**src/rtl/exe_alu_if.sv**
```systemverilog
// Execute-stage ALU bus: operands and decode fields in, result and strobes out.
// The master drives the operands; the slave is the exe_alu_unit.
interface exe_alu_if #(
  parameter int DATA_W = 64,
  parameter int ADDR_W = 32
);
  logic [3:0]        alu_op;
  logic [5:0]        func;
  logic              dbl;
  logic [4:0]        shamt;
  logic [DATA_W-1:0] op1;
  logic [DATA_W-1:0] op2;
  logic [ADDR_W-1:0] pc_plus4;
  logic [ADDR_W-1:0] ext_imm;

  logic [DATA_W-1:0] result;
  logic              zero;
  logic              overflow;
  logic [4:0]        operation;
  logic              lohi_write;
  logic              lo_read;
  logic              hi_read;
  logic              compare_op;
  logic              r_mem_to_reg;
  logic              read_from_mem;
  logic              write_to_mem;
  logic [ADDR_W-1:0] branch_addr;
  logic              fp_cond;

  modport master (
    output alu_op, func, dbl, shamt, op1, op2, pc_plus4, ext_imm,
    input  result, zero, overflow, operation, lohi_write, lo_read, hi_read,
           compare_op, r_mem_to_reg, read_from_mem, write_to_mem,
           branch_addr, fp_cond
  );

  modport slave (
    input  alu_op, func, dbl, shamt, op1, op2, pc_plus4, ext_imm,
    output result, zero, overflow, operation, lohi_write, lo_read, hi_read,
           compare_op, r_mem_to_reg, read_from_mem, write_to_mem,
           branch_addr, fp_cond
  );
endinterface

```
**src/rtl/exe_alu_unit.sv**
```systemverilog
// MIPS execute stage: ALU-control decode, 64-bit ALU, branch adder and FP condition flag.
// Define MULT_EN to build the MULT/MULTU multiplier; otherwise those functs decode as ADD.
module exe_alu_unit #(
  parameter int DATA_W = 64,
  parameter int ADDR_W = 32
) (
  input  logic       clk,
  input  logic       rst_n,
  exe_alu_if.slave   bus
);

  typedef enum logic [4:0] {
    OP_ADD   = 5'd0,
    OP_SUB   = 5'd1,
    OP_AND   = 5'd2,
    OP_OR    = 5'd3,
    OP_XOR   = 5'd4,
    OP_NOR   = 5'd5,
    OP_SLT   = 5'd6,
    OP_SLTU  = 5'd7,
    OP_SLL   = 5'd8,
    OP_SRL   = 5'd9,
    OP_SRA   = 5'd10,
    OP_SLLV  = 5'd11,
    OP_SRLV  = 5'd12,
    OP_SRAV  = 5'd13,
    OP_LUI   = 5'd14,
    OP_MULT  = 5'd15,
    OP_MULTU = 5'd16,
    OP_CMP   = 5'd17
  } aluOp_e;

  aluOp_e            w_op;
  logic              w_ovfEn;
  logic              w_lohiWrite;
  logic              w_loRead;
  logic              w_hiRead;
  logic              w_compareOp;
  logic              w_memToReg;
  logic              w_readMem;
  logic              w_writeMem;

  logic [31:0]       w_a32;
  logic [31:0]       w_b32;
  logic [31:0]       w_sum32;
  logic [31:0]       w_diff32;
  logic [31:0]       w_sra32;
  logic [31:0]       w_srav32;
  logic [DATA_W-1:0] w_result;
  logic              w_zero;
  logic              w_addOvf;
  logic              w_subOvf;
  logic              r_fpCond;

  // Strobes default low so only the listed decodes ever raise them.
  always_comb begin
    w_op        = OP_ADD;
    w_ovfEn     = 1'b0;
    w_lohiWrite = 1'b0;
    w_loRead    = 1'b0;
    w_hiRead    = 1'b0;
    w_compareOp = 1'b0;
    w_memToReg  = 1'b0;
    w_readMem   = 1'b0;
    w_writeMem  = 1'b0;
    case (bus.alu_op)
      4'b0000: begin w_op = OP_ADD; w_ovfEn = 1'b1; end
      4'b0001: begin w_op = OP_SUB; w_ovfEn = 1'b1; end
      4'b0010: begin
        case (bus.func)
          6'h20: begin w_op = OP_ADD; w_ovfEn = 1'b1; end
          6'h21: w_op = OP_ADD;
          6'h22: begin w_op = OP_SUB; w_ovfEn = 1'b1; end
          6'h23: w_op = OP_SUB;
          6'h24: w_op = OP_AND;
          6'h25: w_op = OP_OR;
          6'h26: w_op = OP_XOR;
          6'h27: w_op = OP_NOR;
          6'h2A: w_op = OP_SLT;
          6'h2B: w_op = OP_SLTU;
          6'h00: w_op = OP_SLL;
          6'h02: w_op = OP_SRL;
          6'h03: w_op = OP_SRA;
          6'h04: w_op = OP_SLLV;
          6'h06: w_op = OP_SRLV;
          6'h07: w_op = OP_SRAV;
`ifdef MULT_EN
          6'h18: begin w_op = OP_MULT;  w_lohiWrite = 1'b1; end
          6'h19: begin w_op = OP_MULTU; w_lohiWrite = 1'b1; end
`endif
          6'h10: w_hiRead = 1'b1;
          6'h12: w_loRead = 1'b1;
          6'h0A: begin w_readMem = 1'b1; w_memToReg = 1'b1; end
          6'h0B: w_writeMem = 1'b1;
          default: w_op = OP_ADD;
        endcase
      end
      4'b0011: w_op = OP_AND;
      4'b0100: w_op = OP_OR;
      4'b0101: w_op = OP_XOR;
      4'b0110: w_op = OP_SLT;
      4'b0111: w_op = OP_SLTU;
      4'b1000: w_op = OP_LUI;
      4'b1001: begin
        if (bus.func == 6'h32) begin
          w_op        = OP_CMP;
          w_compareOp = 1'b1;
        end
      end
      default: w_op = OP_ADD;
    endcase
  end

  assign w_a32    = bus.op1[31:0];
  assign w_b32    = bus.op2[31:0];
  assign w_sum32  = w_a32 + w_b32;
  assign w_diff32 = w_a32 - w_b32;
  assign w_sra32  = $signed(w_b32) >>> bus.shamt;
  assign w_srav32 = $signed(w_b32) >>> bus.op1[4:0];

`ifdef MULT_EN
  logic [63:0] w_mulSigned;
  logic [63:0] w_mulUnsigned;

  assign w_mulSigned   = $signed({{32{w_a32[31]}}, w_a32}) * $signed({{32{w_b32[31]}}, w_b32});
  assign w_mulUnsigned = {32'h0, w_a32} * {32'h0, w_b32};
`endif

  // 32-bit operations leave the upper half of the result cleared.
  always_comb begin
    w_result = '0;
    case (w_op)
      OP_ADD:   w_result = {{(DATA_W-32){1'b0}}, w_sum32};
      OP_SUB:   w_result = {{(DATA_W-32){1'b0}}, w_diff32};
      OP_AND:   w_result = bus.op1 & bus.op2;
      OP_OR:    w_result = bus.op1 | bus.op2;
      OP_XOR:   w_result = bus.op1 ^ bus.op2;
      OP_NOR:   w_result = ~(bus.op1 | bus.op2);
      OP_SLT:   w_result = {{(DATA_W-1){1'b0}}, ($signed(w_a32) < $signed(w_b32))};
      OP_SLTU:  w_result = {{(DATA_W-1){1'b0}}, (w_a32 < w_b32)};
      OP_SLL:   w_result = {{(DATA_W-32){1'b0}}, w_b32 << bus.shamt};
      OP_SRL:   w_result = {{(DATA_W-32){1'b0}}, w_b32 >> bus.shamt};
      OP_SRA:   w_result = {{(DATA_W-32){1'b0}}, w_sra32};
      OP_SLLV:  w_result = {{(DATA_W-32){1'b0}}, w_b32 << bus.op1[4:0]};
      OP_SRLV:  w_result = {{(DATA_W-32){1'b0}}, w_b32 >> bus.op1[4:0]};
      OP_SRAV:  w_result = {{(DATA_W-32){1'b0}}, w_srav32};
      OP_LUI:   w_result = {{(DATA_W-32){1'b0}}, bus.op2[15:0], 16'h0000};
`ifdef MULT_EN
      OP_MULT:  w_result = w_mulSigned;
      OP_MULTU: w_result = w_mulUnsigned;
`endif
      OP_CMP:   w_result = bus.dbl ? (bus.op1 - bus.op2)
                                   : {{(DATA_W-32){1'b0}}, w_diff32};
      default:  w_result = '0;
    endcase
  end

  assign w_zero   = (w_result == '0);
  assign w_addOvf = (w_a32[31] == w_b32[31]) && (w_sum32[31] != w_a32[31]);
  assign w_subOvf = (w_a32[31] != w_b32[31]) && (w_diff32[31] != w_a32[31]);

  // Holds the last FP compare outcome for bc1t/bc1f; reset wins over a compare.
  always_ff @(posedge clk or negedge rst_n) begin
    if (!rst_n) begin
      r_fpCond <= 1'b0;
    end else if (w_compareOp) begin
      r_fpCond <= w_zero;
    end
  end

  assign bus.result        = w_result;
  assign bus.zero          = w_zero;
  assign bus.overflow      = w_ovfEn && ((w_op == OP_ADD) ? w_addOvf : w_subOvf);
  assign bus.operation     = w_op;
  assign bus.lohi_write    = w_lohiWrite;
  assign bus.lo_read       = w_loRead;
  assign bus.hi_read       = w_hiRead;
  assign bus.compare_op    = w_compareOp;
  assign bus.r_mem_to_reg  = w_memToReg;
  assign bus.read_from_mem = w_readMem;
  assign bus.write_to_mem  = w_writeMem;
  assign bus.branch_addr   = bus.pc_plus4 + (bus.ext_imm << 2);
  assign bus.fp_cond       = r_fpCond;

endmodule

```
**src/flat_wrapper.sv**
```systemverilog
// flat-port wrapper written by rule: the top's interface ports become plain ports
module exe_alu_unit_flat 
#(
  parameter int DATA_W = 64,
  parameter int ADDR_W = 32
)
  (clk, rst_n, bus_alu_op, bus_func, bus_dbl, bus_shamt, bus_op1, bus_op2, bus_pc_plus4, bus_ext_imm, bus_result, bus_zero, bus_overflow, bus_operation, bus_lohi_write, bus_lo_read, bus_hi_read, bus_compare_op, bus_r_mem_to_reg, bus_read_from_mem, bus_write_to_mem, bus_branch_addr, bus_fp_cond);
  exe_alu_if #(.DATA_W(DATA_W), .ADDR_W(ADDR_W)) bus_i ();
  input  logic clk;
  input  logic rst_n;
  input wire logic [$bits(bus_i.alu_op)-1:0] bus_alu_op;
  input wire logic [$bits(bus_i.func)-1:0] bus_func;
  input wire logic [$bits(bus_i.dbl)-1:0] bus_dbl;
  input wire logic [$bits(bus_i.shamt)-1:0] bus_shamt;
  input wire logic [$bits(bus_i.op1)-1:0] bus_op1;
  input wire logic [$bits(bus_i.op2)-1:0] bus_op2;
  input wire logic [$bits(bus_i.pc_plus4)-1:0] bus_pc_plus4;
  input wire logic [$bits(bus_i.ext_imm)-1:0] bus_ext_imm;
  output wire logic [$bits(bus_i.result)-1:0] bus_result;
  output wire logic [$bits(bus_i.zero)-1:0] bus_zero;
  output wire logic [$bits(bus_i.overflow)-1:0] bus_overflow;
  output wire logic [$bits(bus_i.operation)-1:0] bus_operation;
  output wire logic [$bits(bus_i.lohi_write)-1:0] bus_lohi_write;
  output wire logic [$bits(bus_i.lo_read)-1:0] bus_lo_read;
  output wire logic [$bits(bus_i.hi_read)-1:0] bus_hi_read;
  output wire logic [$bits(bus_i.compare_op)-1:0] bus_compare_op;
  output wire logic [$bits(bus_i.r_mem_to_reg)-1:0] bus_r_mem_to_reg;
  output wire logic [$bits(bus_i.read_from_mem)-1:0] bus_read_from_mem;
  output wire logic [$bits(bus_i.write_to_mem)-1:0] bus_write_to_mem;
  output wire logic [$bits(bus_i.branch_addr)-1:0] bus_branch_addr;
  output wire logic [$bits(bus_i.fp_cond)-1:0] bus_fp_cond;
  assign bus_i.alu_op = bus_alu_op;
  assign bus_i.func = bus_func;
  assign bus_i.dbl = bus_dbl;
  assign bus_i.shamt = bus_shamt;
  assign bus_i.op1 = bus_op1;
  assign bus_i.op2 = bus_op2;
  assign bus_i.pc_plus4 = bus_pc_plus4;
  assign bus_i.ext_imm = bus_ext_imm;
  assign bus_result = bus_i.result;
  assign bus_zero = bus_i.zero;
  assign bus_overflow = bus_i.overflow;
  assign bus_operation = bus_i.operation;
  assign bus_lohi_write = bus_i.lohi_write;
  assign bus_lo_read = bus_i.lo_read;
  assign bus_hi_read = bus_i.hi_read;
  assign bus_compare_op = bus_i.compare_op;
  assign bus_r_mem_to_reg = bus_i.r_mem_to_reg;
  assign bus_read_from_mem = bus_i.read_from_mem;
  assign bus_write_to_mem = bus_i.write_to_mem;
  assign bus_branch_addr = bus_i.branch_addr;
  assign bus_fp_cond = bus_i.fp_cond;
  exe_alu_unit #(.DATA_W(DATA_W), .ADDR_W(ADDR_W)) u_core (.clk(clk), .rst_n(rst_n), .bus(bus_i));
endmodule
```
**config.mk**
```make
export PLATFORM = sky130hd
export DESIGN_NAME = exe_alu_unit_flat
export DESIGN_NICKNAME = d
export VERILOG_FILES = /design/src/rtl/exe_alu_if.sv /design/src/rtl/exe_alu_unit.sv /design/src/flat_wrapper.sv
export SDC_FILE = /design/constraint.sdc
export NUM_CORES = 1
export LEC_CHECK = 0
export CORE_MARGIN = 4
export CORE_UTILIZATION = 32
export DETAILED_ROUTE_END_ITERATION = 8
export PLACE_DENSITY = 0.52
export SLEW_MARGIN = 0
export SYNTH_ARGS = -nofsm -noshare
export SYNTH_HDL_FRONTEND = slang
export SYNTH_SLANG_ARGS = --single-unit
```
**constraint.sdc**
```tcl
create_clock -name clk -period 19.6 [get_ports clk]
set_input_delay 4.9 -clock clk [delete_from_list [all_inputs] [get_ports clk]]
set_output_delay 4.9 -clock clk [all_outputs]
set_load 0.01 [all_outputs]
```
### Word level (Yosys, flattened, before mapping)

Index checks and enable logic that the tools add are counted.

* register bits after elaboration: 1
* input port bits: 210
* output and inout port bits: 111
* logic and storage cells: 92

* $add $sub $neg: 4
* $lt $le $gt $ge: 2
* equal/unequal tests: 47
* shift operators: 6
* multiplexer cells: 18
* bitwise operators: 4
* reduce and logical (&&, ||, !) cells: 10

Operator list (number)
* 64-bit one-hot mux with 16 select lines: 1
* 32-bit adder: 2
* 64-bit bitwise AND: 1
* 64-bit logical NOT: 1
* 32-bit less-than comparator: 2
* 64-bit two-way mux: 1
* 64-bit inverter: 1
* 64-bit OR: 1
* 32-bit by 5-bit left shift with 32-bit output: 2
* 32-bit by 5-bit >> shifter with 32-bit output: 2
* 32-bit by 5-bit >>> shifter with 32-bit output: 2
* 64-bit subtractor: 1
* 64-bit bitwise XOR: 1
* 6-bit equality test (second input constant): 10
* 4-bit one-hot mux with 13 select lines: 1
* 5-bit one-hot mux with 9 select lines: 1
* 5-bit by 4-bit equality test with 1-bit output (second input constant): 7
* 32-bit subtractor: 1
* 5-bit by 3-bit equality test with 1-bit output (second input constant): 4
* 6-bit by 3-bit equality test with 1-bit output (second input constant): 3
* 4-bit by 3-bit equality test with 1-bit output (second input constant): 4
* 6-bit by 2-bit equality test with 1-bit output (second input constant): 2
* 6-bit by 4-bit equality test with 1-bit output (second input constant): 2
* 6-bit by 5-bit equality test with 1-bit output (second input constant): 2
* 16 further kinds: 36

### Depth between registers and ports, before layout

* word-level depth: 7
* mapped depth: 24

### Worst setup path before layout

No wires, ideal clock.

* kind: input to output
* start point: input port bus_alu_op[2]
* end point: output port bus_zero
* data arrival time: 9.857 ns
* required time: 14.700 ns
* path slack: 4.843 ns
* cell stages on the path: 17
* buffers on the path: 1
* cell sequence: buf_4 > nor4b_4 > nand2b_2 > a211o_2 > a221oi_4 > mux2i_1 > nor3_1 > a221oi_1 > o211ai_1 > nor4_1 > o2111ai_1 > or4_1 > or4b_1 > nor4_1 > nand4_1 > nor4_1 > and4_1

* word-level cells in the longest chain between the ends: 5
* elaborated cells on any way between the ends: 28

Ends and longest elaborated chain
* start, declared: RTL line flat_wrapper.sv:11 `input wire logic [$bits(bus_i.alu_op)-1:0] bus_alu_op;`
* 4-bit equality test (tied with other cells): RTL line exe_alu_unit.sv:66 `case (bus.alu_op)`
* 5-bit one-hot mux with 9 select lines *: RTL line exe_alu_unit.sv:66
* 5-bit equality test (tied with other cells): RTL line exe_alu_unit.sv:132 `case (w_op)`
* 64-bit one-hot mux with 16 select lines *: RTL line exe_alu_unit.sv:132
* via bus_result[8]: RTL line flat_wrapper.sv:19 `output wire logic [$bits(bus_i.result)-1:0] bus_result;`
* 64-bit logical NOT *: RTL line exe_alu_unit.sv:158 `assign w_zero = (w_result == '0);`
* end, declared: RTL line flat_wrapper.sv:20 `output wire logic [$bits(bus_i.zero)-1:0] bus_zero;`

The timed path passes the listed nets; every way through them passes the cells marked *.

### Final worst setup path

* start point: input port bus_alu_op[0]
* end point: output port bus_zero

* word-level cells in the longest chain between the ends: 5
* elaborated cells on any way between the ends: 28

Ends and longest elaborated chain (RTL line)
* 4-bit equality test (tied with other cells): exe_alu_unit.sv:66
* 5-bit one-hot mux with 9 select lines *: exe_alu_unit.sv:66
* 5-bit equality test (tied with other cells): exe_alu_unit.sv:132
* 64-bit one-hot mux with 16 select lines *: exe_alu_unit.sv:132
* 64-bit logical NOT *: exe_alu_unit.sv:158

Every way passes the cells marked *; elsewhere a longest branch is shown, timed or not.

==> metrics.log <==
INFO  metric route.detailed.drc = 0
INFO  metric end_kind = output port
INFO  metric largest_reg_flops = 1
INFO  metric slew_headroom = 17.78%
INFO  metric finalWeightedCongestion = 1.023
INFO  metric initial_utilization = approximately 32%
INFO  metric timing.clock.skew = 0 ns
INFO  metric timing_worst_slew_pin_value = between 1 and 1.5 ns
INFO  metric grt_max_degree = 37
INFO  metric die_width = 249.4 um
INFO  metric area_delta_synth_final = 22.99%
INFO  metric final_max_slew_viol_count = 0
INFO  metric drt_first_iter_violations = about 2,900
INFO  metric routed_wirelength = 123,500 um
INFO  metric synth_top_flop_cell = sky130_fd_sc_hd__dfrtp_1
INFO  metric timing.hold.worst.class = flop to flop
INFO  metric wire_length_of_the_first_global_routing_pass = 174,500 um
INFO  metric synth.area.top_cells = sky130_fd_sc_hd__ha_1 15%, sky130_fd_sc_hd__mux2i_1 8.2%, sky130_fd_sc_hd__nor2_1 5.6%, sky130_fd_sc_hd__a21oi_1 5.4%, sky130_fd_sc_hd__nand2_1 5.3%
INFO  metric cp-start-kind = input port
INFO  metric row_count = 88
INFO  metric core_region_area = 0.05770 mm2
INFO  metric cts_repair_resize_count = 0
INFO  metric synth_edf_count = 0
INFO  metric synth-seq-area-share = 0.1342%
INFO  metric setup-violations-final = 0
INFO  metric proportion_of_synthesized_flip_flops_having_asynchronous_set_or_reset = 100.0%
INFO  metric post-cts-setup-buffer-count = 0
INFO  metric worst_ep_arrival_time = 13.39 ns
INFO  metric dp.final_hpwl = 98,940 um
INFO  metric design.final.nets = 3,493
INFO  metric final-hold-violation-count = 0
INFO  metric critical_path.max_fanout = 31
INFO  metric yosysTopAreaCell = sky130_fd_sc_hd__ha_1
INFO  metric hold_buffers = 0
INFO  metric pin_count = 321
INFO  metric synth_top_cell_area_share = about 15%
INFO  metric critical_path.cell_chain = clkdlybuf4s50_1 > nor4b_4 > nand2b_2 > a211o_2 > a221oi_2 > or3_1 > buf_4 > mux2i_1 > mux2_2 > mux2i_1 > a211oi_1 > o2111ai_1 > nor4_1 > or4bb_1 > nor4_1 > buf_4 > nand4_1 > buf_4 > nor4_1 > and4_1 > clkdlybuf4s50_1
INFO  metric placed_area = 0.02292 mm2
INFO  metric layout_common_cells = 313 x sky130_fd_sc_hd__clkdlybuf4s50_1, 278 x sky130_fd_sc_hd__nor2_1, 262 x sky130_fd_sc_hd__nand2_1, 220 x sky130_fd_sc_hd__ha_1, 210 x sky130_fd_sc_hd__inv_1
INFO  metric number_of_max_cap_violations = 0
INFO  metric grt_util_all_layers = 37.01%
INFO  metric final.period_utilization = 93.31%
INFO  metric maxClockFrequency = 0.05468 GHz
INFO  metric final_area = 0.02293 mm2
INFO  metric vias = between 20,000 and 30,000
INFO  metric die_area = 0.06220 mm2
INFO  metric met1_resource_use_gr = 46.31%
INFO  metric die_height = 249.4 um
INFO  metric yosysWarnings = 0
INFO  metric path_delay_family = simple AND/OR/NAND/NOR gates
INFO  metric setup_total_negative_slack = 0 ns
INFO  metric worst_path_max_delay_cell = sky130_fd_sc_hd__nor4_1
INFO  metric synth.avg_cell_area = 6.594 um2
INFO  metric avgRoutedWirePerCell = 32.27 um
INFO  metric antenna_found_initial = 10
INFO  metric minimum_period_implied_by_the_final_worst_setup_slack = 18.29 ns
INFO  metric globalRoute.busiestLayer = met2
INFO  metric crit_type = input port to output port
INFO  metric outcome = completed
INFO  metric worst_ep_required_time = 14.70 ns
INFO  metric drt-pass1-iter-count = 7
INFO  metric commonest_non_fill_non_tap_cell_in_the_layout = sky130_fd_sc_hd__clkdlybuf4s50_1
INFO  metric layout-drive-gt1-share = 7.946%
INFO  metric rsz0062_at_grt = false
INFO  metric grt_pass1_vias = 23,900
INFO  metric route.antenna.remaining_nets = 0
INFO  metric post_drt_via_cell_ratio = 6.609
INFO  metric syn-cell-area = 0.01865 mm2
INFO  metric post_synth_num_cell_types = about 110
INFO  metric grt.overflow.total = 0
INFO  metric clock_pin_slew_reported_for_the_worst_setup_and_hold_paths_after_clock_tree_synthesis = 0 ns
INFO  metric global_routing_usage_on_met3 = under 10%
INFO  metric synth_seq_cells = 1
INFO  metric mappedNetlistNets = 3,261
INFO  metric synthesis.instances = 2,828
INFO  metric groute.layer.met2.usage = 61.29%
INFO  metric worst-path-buf-inv = 5
INFO  metric critical_path.max_stage_delay = 0.89 ns
INFO  metric insertion_delay = 0 ns
INFO  metric place.port_buffers = 313
-- synthesized netlist by cell type, types with 25 or more instances --
| master | instances |
|---|---|
| sky130_fd_sc_hd__o31ai_1 | 26 |
| sky130_fd_sc_hd__o21a_1 | 27 |
| sky130_fd_sc_hd__xnor2_1 | 33 |
| sky130_fd_sc_hd__clkbuf_1 | 140 |
| sky130_fd_sc_hd__or3_1 | 31 |
| sky130_fd_sc_hd__nand3_1 | 68 |
| sky130_fd_sc_hd__mux2i_1 | 153 |
| sky130_fd_sc_hd__o21bai_1 | 26 |
| sky130_fd_sc_hd__nand2b_1 | 39 |
| sky130_fd_sc_hd__buf_2 | 37 |
| sky130_fd_sc_hd__o21ai_0 | 141 |
| sky130_fd_sc_hd__nand2_1 | 262 |
| sky130_fd_sc_hd__a211oi_1 | 32 |
| sky130_fd_sc_hd__nor4_1 | 56 |
| sky130_fd_sc_hd__mux2_2 | 35 |
| sky130_fd_sc_hd__a21o_1 | 31 |
| sky130_fd_sc_hd__o2111ai_1 | 25 |
| sky130_fd_sc_hd__nor3_1 | 81 |
| sky130_fd_sc_hd__inv_1 | 210 |
| sky130_fd_sc_hd__nor2_1 | 280 |
| sky130_fd_sc_hd__a31oi_1 | 33 |
| sky130_fd_sc_hd__ha_1 | 220 |
| sky130_fd_sc_hd__nand4_1 | 27 |
| sky130_fd_sc_hd__a21oi_1 | 202 |
| sky130_fd_sc_hd__o22ai_1 | 27 |
| sky130_fd_sc_hd__a221oi_1 | 54 |
| sky130_fd_sc_hd__o211ai_1 | 44 |
-- kinds of logic (layout without fill, tap and decap cells) --
kind of cell | after synthesis | count (layout) | share of synthesized area, %
fa+ha+maj | 223 | 223 | 15.08
other cells | 1 | 6 | 0.02011
buf+inv | 422 | 652 | 9.065
compound gates | 961 | 961 | 36.58
flops | 1 | 1 | 0.1342
simple gates | 974 | 974 | 25.20
xor+xnor | 42 | 42 | 1.973
mux | 204 | 204 | 11.94
-- final timing paths --
path,startpoint,end,slack [ns],depth (start not counted)
min in group asynchronous,rst_n,u_core.bus.fp_cond,5.05,1
max,bus_alu_op[0],bus_zero,1.31,21
min reg2reg,u_core.bus.fp_cond,u_core.bus.fp_cond,0.49,1
max reg2reg,u_core.bus.fp_cond,u_core.bus.fp_cond,18.83,1
min,u_core.bus.fp_cond,u_core.bus.fp_cond,0.49,1
max in group asynchronous,rst_n,u_core.bus.fp_cond,14.45,1
-- stage by stage --
step / setup slack, ns / hold slack, ns / util [%] / instances
floorplan: 4.843 / 0.5288 / - / 2828
global placement: 1.642 / 0.4775 / 39.73 / 3823
detailed placement: 1.588 / 0.4887 / 39.73 / 3823
CTS: 1.553 / 0.4937 / 39.73 / 3823
global route: 1.006 / 0.5263 / 39.73 / 3824
finish: 1.310 / 0.4902 / 39.75 / 3828
-- cell type report --
type | count | area [um2]
tap | 765 | 957.2
inverter | 215 | 807.0
fill | 6143 | 34760
timing repair buffer | 437 | 4064
multi-input combinational | 2405 | 17070
antenna | 5 | 12.51
sequential | 1 | 25.02
-- routing by layer --
| layer | part of all wire [%] | wire [um] |
|---|---|---|
| met1 | 39 | 48460 |
| met2 | 46 | 56250 |
| met3 | 8.7 | 10720 |
| met4 | 6.5 | 8046 |
| met5 | 0.046 | 57 |
